$ cat src/rtl/regfile_arbiter_pkg.sv
// Shared definitions for the register-file arbiter slice.
// Contents: default data/address widths, the owner encoding used by the
// arbiter mux, and the width of the debug starvation counter.
// Optional feature macro used elsewhere in this slice: DBG_LOCK_EN.
package regfile_arb_pkg;

    localparam int DEF_DATA_W = 8;
    localparam int DEF_ADDR_W = 4;
    localparam int STARVE_W   = 4;

    typedef enum logic [1:0] {
        OWN_NONE = 2'd0,
        OWN_CORE = 2'd1,
        OWN_DBG  = 2'd2
    } owner_e;

endpackage

$ cat src/rtl/regfile_arbiter_if.sv
// Bus bundle between the requesters (core controller, host debug port), the
// arbiter and the 16x8 register file.
// Signals: core_req/we/addr/wdata -> core_gnt/core_stall;
//          dbg_req/we/addr/wdata (+ dbg_lock when DBG_LOCK_EN) -> dbg_gnt,
//          dbg_rdata, dbg_rvalid;
//          rf_addr/rf_wdata/rf_load to the register file, rf_rdata back.
// Modports: master = requester/register-file side, slave = arbiter.
interface regfile_arbiter_if
    import regfile_arb_pkg::*;
#(
    parameter int DATA_W = DEF_DATA_W,
    parameter int ADDR_W = DEF_ADDR_W
);
    logic              core_req;
    logic              core_we;
    logic [ADDR_W-1:0] core_addr;
    logic [DATA_W-1:0] core_wdata;
    logic              core_gnt;
    logic              core_stall;
    logic              dbg_req;
    logic              dbg_we;
    logic [ADDR_W-1:0] dbg_addr;
    logic [DATA_W-1:0] dbg_wdata;
    logic              dbg_gnt;
    logic [DATA_W-1:0] dbg_rdata;
    logic              dbg_rvalid;
`ifdef DBG_LOCK_EN
    logic              dbg_lock;
`endif
    logic [ADDR_W-1:0] rf_addr;
    logic [DATA_W-1:0] rf_wdata;
    logic              rf_load;
    logic [DATA_W-1:0] rf_rdata;

    modport master (
        output core_req, core_we, core_addr, core_wdata,
        output dbg_req, dbg_we, dbg_addr, dbg_wdata,
`ifdef DBG_LOCK_EN
        output dbg_lock,
`endif
        output rf_rdata,
        input  core_gnt, core_stall, dbg_gnt, dbg_rdata, dbg_rvalid,
        input  rf_addr, rf_wdata, rf_load
    );

    modport slave (
        input  core_req, core_we, core_addr, core_wdata,
        input  dbg_req, dbg_we, dbg_addr, dbg_wdata,
`ifdef DBG_LOCK_EN
        input  dbg_lock,
`endif
        input  rf_rdata,
        output core_gnt, core_stall, dbg_gnt, dbg_rdata, dbg_rvalid,
        output rf_addr, rf_wdata, rf_load
    );

endinterface

$ cat src/rtl/regfile_arbiter_starve_ctr.sv
// arb_starve_ctr: saturating count of consecutive cycles in which the debug
// port was denied. sat flags that the count reached STARVE_MAX, which forces
// the next debug request through.
// Ports: clk, CLB (sync active-low reset), inc (count a denied cycle),
//        clr (clear, dominates inc), sat (count == STARVE_MAX).
module arb_starve_ctr
    import regfile_arb_pkg::*;
#(
    parameter int STARVE_MAX = 4
) (
    input  logic clk,
    input  logic CLB,
    input  logic inc,
    input  logic clr,
    output logic sat
);
    localparam logic [STARVE_W-1:0] LIMIT = STARVE_W'(STARVE_MAX);

    logic [STARVE_W-1:0] cnt;

    function automatic logic [STARVE_W-1:0] sat_inc(input logic [STARVE_W-1:0] v);
        return (v == LIMIT) ? v : v + STARVE_W'(1);
    endfunction

    always_ff @(posedge clk) begin
        if (!CLB) begin
            cnt <= '0;
        end else if (clr) begin
            cnt <= '0;
        end else if (inc) begin
            cnt <= sat_inc(cnt);
        end
    end

    assign sat = (cnt == LIMIT);

endmodule

$ cat src/rtl/regfile_arbiter.sv
// regfile_arbiter: shares the register file between the core controller and
// a host debug port. Core has fixed priority; after STARVE_MAX consecutive
// denied debug cycles the debug port is forced through for one access.
// Debug reads are returned registered (dbg_rdata/dbg_rvalid, latency 1);
// core reads come straight from the register file.
// Ports: clk, CLB (sync active-low reset), bus (regfile_arbiter_if.slave).
// Optional macro DBG_LOCK_EN: adds dbg_lock; once a locked debug grant is
// taken the core is held off until dbg_lock drops (atomic host burst).
module regfile_arbiter
    import regfile_arb_pkg::*;
#(
    parameter int DATA_W     = DEF_DATA_W,
    parameter int ADDR_W     = DEF_ADDR_W,
    parameter int STARVE_MAX = 4
) (
    input  logic               clk,
    input  logic               CLB,
    regfile_arbiter_if.slave   bus
);
    owner_e            owner;
    logic              core_gnt;
    logic              dbg_gnt;
    logic              starve_sat;
    logic              starve_inc;
    logic              starve_clr;
    logic [DATA_W-1:0] rdata_p1;
    logic              vld_p1;

    arb_starve_ctr #(
        .STARVE_MAX (STARVE_MAX)
    ) u_starve (
        .clk (clk),
        .CLB (CLB),
        .inc (starve_inc),
        .clr (starve_clr),
        .sat (starve_sat)
    );

`ifdef DBG_LOCK_EN
    logic lock_q;

    // Dropping dbg_lock releases the lock even in a cycle with a grant.
    always_ff @(posedge clk) begin
        if (!CLB) begin
            lock_q <= 1'b0;
        end else if (!bus.dbg_lock) begin
            lock_q <= 1'b0;
        end else if (dbg_gnt) begin
            lock_q <= 1'b1;
        end
    end
`endif

    always_comb begin
        dbg_gnt  = bus.dbg_req && (!bus.core_req || starve_sat);
        core_gnt = bus.core_req && !dbg_gnt;
`ifdef DBG_LOCK_EN
        if (lock_q) begin
            dbg_gnt  = bus.dbg_req;
            core_gnt = 1'b0;
        end
`endif
    end

    assign starve_inc = bus.dbg_req && !dbg_gnt;
    assign starve_clr = !starve_inc;

    always_comb begin
        owner = OWN_NONE;
        if (dbg_gnt) begin
            owner = OWN_DBG;
        end else if (core_gnt) begin
            owner = OWN_CORE;
        end
    end

    always_comb begin
        bus.rf_addr  = '0;
        bus.rf_wdata = '0;
        bus.rf_load  = 1'b0;
        case (owner)
            OWN_CORE: begin
                bus.rf_addr  = bus.core_addr;
                bus.rf_wdata = bus.core_wdata;
                bus.rf_load  = bus.core_we;
            end
            OWN_DBG: begin
                bus.rf_addr  = bus.dbg_addr;
                bus.rf_wdata = bus.dbg_wdata;
                bus.rf_load  = bus.dbg_we;
            end
            default: ;
        endcase
    end

    // Stage p1: debug read capture, one cycle after the grant
    always_ff @(posedge clk) begin
        if (!CLB) begin
            vld_p1   <= 1'b0;
            rdata_p1 <= '0;
        end else begin
            vld_p1 <= dbg_gnt && !bus.dbg_we;
            if (dbg_gnt && !bus.dbg_we) begin
                rdata_p1 <= bus.rf_rdata;
            end
        end
    end

    assign bus.core_gnt   = core_gnt;
    assign bus.core_stall = bus.core_req && !core_gnt;
    assign bus.dbg_gnt    = dbg_gnt;
    assign bus.dbg_rdata  = rdata_p1;
    assign bus.dbg_rvalid = vld_p1;

endmodule

$ cat src/flat_wrapper.sv
// flat-port wrapper written by rule: the top's interface ports become plain ports
module regfile_arbiter_flat import regfile_arb_pkg::*;
#(
    parameter int DATA_W     = DEF_DATA_W,
    parameter int ADDR_W     = DEF_ADDR_W,
    parameter int STARVE_MAX = 4
)
  (clk, CLB, bus_core_req, bus_core_we, bus_core_addr, bus_core_wdata, bus_dbg_req, bus_dbg_we, bus_dbg_addr, bus_dbg_wdata, bus_rf_rdata, bus_core_gnt, bus_core_stall, bus_dbg_gnt, bus_dbg_rdata, bus_dbg_rvalid, bus_rf_addr, bus_rf_wdata, bus_rf_load);
  regfile_arbiter_if #(.DATA_W(DATA_W), .ADDR_W(ADDR_W)) bus_i ();
  input  logic clk;
  input  logic CLB;
  input wire logic [$bits(bus_i.core_req)-1:0] bus_core_req;
  input wire logic [$bits(bus_i.core_we)-1:0] bus_core_we;
  input wire logic [$bits(bus_i.core_addr)-1:0] bus_core_addr;
  input wire logic [$bits(bus_i.core_wdata)-1:0] bus_core_wdata;
  input wire logic [$bits(bus_i.dbg_req)-1:0] bus_dbg_req;
  input wire logic [$bits(bus_i.dbg_we)-1:0] bus_dbg_we;
  input wire logic [$bits(bus_i.dbg_addr)-1:0] bus_dbg_addr;
  input wire logic [$bits(bus_i.dbg_wdata)-1:0] bus_dbg_wdata;
  input wire logic [$bits(bus_i.rf_rdata)-1:0] bus_rf_rdata;
  output wire logic [$bits(bus_i.core_gnt)-1:0] bus_core_gnt;
  output wire logic [$bits(bus_i.core_stall)-1:0] bus_core_stall;
  output wire logic [$bits(bus_i.dbg_gnt)-1:0] bus_dbg_gnt;
  output wire logic [$bits(bus_i.dbg_rdata)-1:0] bus_dbg_rdata;
  output wire logic [$bits(bus_i.dbg_rvalid)-1:0] bus_dbg_rvalid;
  output wire logic [$bits(bus_i.rf_addr)-1:0] bus_rf_addr;
  output wire logic [$bits(bus_i.rf_wdata)-1:0] bus_rf_wdata;
  output wire logic [$bits(bus_i.rf_load)-1:0] bus_rf_load;
  assign bus_i.core_req = bus_core_req;
  assign bus_i.core_we = bus_core_we;
  assign bus_i.core_addr = bus_core_addr;
  assign bus_i.core_wdata = bus_core_wdata;
  assign bus_i.dbg_req = bus_dbg_req;
  assign bus_i.dbg_we = bus_dbg_we;
  assign bus_i.dbg_addr = bus_dbg_addr;
  assign bus_i.dbg_wdata = bus_dbg_wdata;
  assign bus_i.rf_rdata = bus_rf_rdata;
  assign bus_core_gnt = bus_i.core_gnt;
  assign bus_core_stall = bus_i.core_stall;
  assign bus_dbg_gnt = bus_i.dbg_gnt;
  assign bus_dbg_rdata = bus_i.dbg_rdata;
  assign bus_dbg_rvalid = bus_i.dbg_rvalid;
  assign bus_rf_addr = bus_i.rf_addr;
  assign bus_rf_wdata = bus_i.rf_wdata;
  assign bus_rf_load = bus_i.rf_load;
  regfile_arbiter #(.DATA_W(DATA_W), .ADDR_W(ADDR_W), .STARVE_MAX(STARVE_MAX)) u_core (.clk(clk), .CLB(CLB), .bus(bus_i));
endmodule
$ cat config.mk
export PLATFORM = sky130hd
export DESIGN_NAME = regfile_arbiter_flat
export DESIGN_NICKNAME = d
export VERILOG_FILES = /design/src/rtl/regfile_arbiter_pkg.sv /design/src/rtl/regfile_arbiter_if.sv /design/src/rtl/regfile_arbiter_starve_ctr.sv /design/src/rtl/regfile_arbiter.sv /design/src/flat_wrapper.sv
export SDC_FILE = /design/constraint.sdc
export NUM_CORES = 1
export LEC_CHECK = 0
export ABC_AREA = 1
export CAP_MARGIN = 10
export CORE_MARGIN = 8
export CORE_UTILIZATION = 45
export DETAILED_ROUTE_END_ITERATION = 10
export DONT_BUFFER_PORTS = 1
export GPL_TIMING_DRIVEN = 0
export SYNTH_ARGS = -nofsm -noshare
export SYNTH_HDL_FRONTEND = slang
export SYNTH_SLANG_ARGS = --single-unit
$ cat constraint.sdc
create_clock -name clk -period 1.95 [get_ports clk]
set_clock_uncertainty 0.2 [all_clocks]
set_input_delay 0.195 -clock clk [delete_from_list [all_inputs] [get_ports clk]]
set_output_delay 0.195 -clock clk [all_outputs]
set_load 0.02 [all_outputs]
==> results by group <==
Outcome
  – Run status: complete, no violations

GRT
  – Total global-route track usage: 14.2%
  – Largest net degree at the start of global routing: 11
  – Total grt overflow: 0
  – Vias in the first global route: 898
  – First-pass GRT wire length: between 3000 and 4000 um
  – Initial antenna violation count: 0

Routing
  – Drc violations: 0
  – Antenna-violating nets left: 0
  – Routed WL per cell: 13.2 um
  – Initial DRC count: 11
  – DR pass1 iterations: 4
  – Total Wirelength: roughly 2500 um
  – Vias per Instance: 4.69
  – Via count: 873

Cells and area
  – Final Net Count: between 200 and 250
  – N_diodes: 0
  – Final Core Density: 70.0%
  – Final Non-Filler Cells: 186
  – Area Overhead vs Synth: 46.5%
  – Layout cell share with drive strength beyond 1: 29.2%

Placed design
  – Post-Place Cells: 164
  – Input/output buffers: 0
  – Global placer's final weighted congestion: 0.681
  – Hpwl dp: around 1700 um

Floorplan
  – Initial Util: 47.8%
  – Core area: 1750 um2
  – DIE HEIGHT: 59.1 um
  – Top Ports: between 60 and 70
  – # rows: 15
  – Die ar.: about 3500 um2
  – Die Wd: 59.1 um

Timing
  – Post-layout min period: ~1.9 ns
  – Slew @ Worst Pin: ~0.41 ns
  – Setup violators final: 0
  – RSZ-0062 raised after global routing: true
  – Tcrit/Tclk final: 95.9%
  – Final max-slew violation count: 0
  – Hold slack: approximately 0.10 ns
  – Rel. slew slack: approximately 73%
  – Final Hold Vio Count: 0
  – Peak Freq: 0.535 GHz

Power and ir drop
  – Psw: about 0.22 mW
  – Pint: 0.432 mW
  – Comb pwr share: 29.2%
  – Max rail drop VDD: 0.535 mV
  – Static Leak: 0.622 nW
  – Switching Share: 33.4%
  – Power Density: 531 nW/um2
  – Clock share of power: 25.5%
  – Power share of the sequential group: 45.3%

Worst setup path
  – Crit Path Max Fanout: 6
  – Critical setup path kind: reg -> out
  – Critical path data arrival time: roughly 1.5 ns
  – Setup crit start: u_core.u_starve.cnt[1]
  – Reg-to-reg endpoint: u_core.bus.dbg_rdata[0]
  – R2R cell count: 9
  – Worst Path Required: 1.55 ns
  – CP endpoint kind: output port
  – R2R Setup Slk: 0.41 ns
  – Setup crit end: bus_rf_wdata[4]
  – Worst Setup Start Kind: flip-flop
  – RR Startpoint: u_core.u_starve.cnt[1]

Synthesis
  – Synthesis Warnings: 0
  – Distinct cell type count after synthesis: 18
  – Synth Register Bits: 13
  – Synth area leaders: dfxtp_1 31%, nand2_1 26%, inv_1 13%
  – Adder-cell share of the synthesized area: roughly 3.0%
  – Post-synthesis simple-gate area fraction: 45.0%
  – Gate Count Post-Synth: 139
  – Largest family of logic cells by synthesized area: simple AND/OR/NAND/NOR gates
  – Multiplexer share of the synthesized area: 0%
  – Fraction of the yosys area taken by sequential cells: 31.2%
  – Post-synth top area cell: dfxtp_1
  – Syn Area/Cell: 6.00 um2
  – Compound-cell area share of the yosys netlist: 0.600%
  – Synthesized Nets: 179
  – Post-synth top area share: between 30 and 40%
  – Post-synthesis cell area: 835 um2
  – Post-synthesis xor/xnor area fraction: about 2.1%

Clock tree
  – Clk slew on worst S/H paths: roughly 0.070 ns
  – Worst-Skew Late Latency: approximately 0.28 ns
  – Clock net sink count: 13
  – Longest Clk Path Bufs: 2
  – CTS tree: yes
  – # H-tree levels: 1
  – Num CTS Buffers: 3
  – CTS Root Cell: clkbuf_4

Min path
  – Hold_sp: CLB
  – Hold WC Path Type: in -> reg
  – Hold path depth: 3

Run
  – Max-cap violation count: 0
[state kept, by name, indices dropped and copies added (netlist names)]
signal	count
u_core.u_starve.cnt	4
u_core.bus.dbg_rdata	8
u_core.bus.dbg_rvalid	1
[cells by family (layout without fill, tap and decap cells)]
group,after synthesis,after routing
AOI/OAI and AO/OA,1,1
xor gates and xnor gates,2,2
adders and majority gates,2,2
buffers and inverters,36,58
DFF,13,13
and+or+nand+nor,85,85
[cell usage in the layout, fill, tap and decap left out]
cell type and count:
a21oi_1 1, buf_12 1, buf_16 1, buf_2 1, buf_4 7, buf_8 1
clkbuf_1 2, clkbuf_16 1, clkbuf_4 3, clkinv_1 1, dfxtp_1 11, dfxtp_2 2
dlygate4sd3_1 9, ha_1 1, ha_4 1, inv_1 26, inv_2 3, inv_6 1
inv_8 1, nand2_1 38, nand2_2 12, nand2_4 10, nand3_1 1, nand3_2 1
nand3_4 1, nand4_1 10, nor2_1 12, xnor2_1 1, xor2_1 1
[area by class of cell]
| cell class | count | area (um2) |
|---|---|---|
| Tap cell | 25 | 31.3 |
| Buffer | 4 | 43.8 |
| Sequential cell | 13 | 263 |
| Clock buffer | 4 | 26.3 |
| Timing Repair Buffer | 18 | 195 |
| Multi-Input combinational cell | 90 | 531 |
| Inverter | 32 | 133 |
| Fill cell | 157 | 523 |
[cell usage after synthesis]
master    number
nor2_1        12
nand2_1       57
nand3_2        2
nand2_2        1
nand3_1        1
dfxtp_1       13
clkbuf_1       1
nand2_4        2
a21oi_1        1
buf_6          2
clkinv_1       1
buf_2          1
nand4_1       10
xnor2_1        1
ha_1           2
xor2_1         1
inv_2          2
inv_1         29
[routing by layer]
layer | up-vias | global-route usage (%) | wire length [um]
li1 | 455 | - | -
met1 | 386 | 15.4 | 1010
met2 | 32 | 24.6 | 1240
met3 | 0 | 7.16 | 206
met4 | 0 | 2.05 | 0
met5 | - | 0 | 0
[through the flow]
step / area (um2) / setup TNS [ns] / total power, mW / setup WS (ns)
floorplan: 835 / 0 / 0.405 / 0.213
global placement: 866 / 0 / 0.421 / 0.107
detailed placement: 866 / 0 / 0.423 / 0.0632
CTS: 1100 / -0.000159 / 0.629 / -0.000159
global route: 1220 / -0.00722 / 0.689 / -0.00722
finish: 1220 / 0 / 0.649 / 0.0800
[how the worst min path moves through the flow]
stage,slack (ns),to
after detailed placement,0.24,u_core.bus.dbg_rdata[7]
final,0.10,u_core.bus.dbg_rvalid
after floorplan,0.21,u_core.u_starve.cnt[2]
after global routing,0.14,u_core.bus.dbg_rvalid
after CTS,0.08,u_core.bus.dbg_rdata[5]
after global placement,0.23,u_core.bus.dbg_rdata[5]
[repair_timing]
item	CTS	global route
pin swaps	5	10
endpoints found under the setup margin	15	14
gates resized for setup	19	25
hold buffers	9	0
gates cloned	1	1
hold endpoints to repair	12	0
buffers inserted	5	2
[critical path, cell delays in order (launching register included)]
cell and delay, ns:
dfxtp_2 0.34, inv_2 0.05, ha_4 0.16, nand3_4 0.07, nand2_4 0.06, nand2_4 0.09, nand2_4 0.07, inv_8 0.07
buf_12 0.13, nand2_2 0.07, nand2_4 0.09
[power by group through the flow]
stage	logic [mW]	clock network, mW	registers (mW)
final	0.189	0.165	0.294
after global placement	0.120	0	0.300
after CTS	0.162	0.174	0.294
after detailed placement	0.122	0	0.301
after global routing	0.206	0.188	0.296
after floorplan	0.107	0	0.298
No activity file was read; power rests on OpenSTA's default activity.
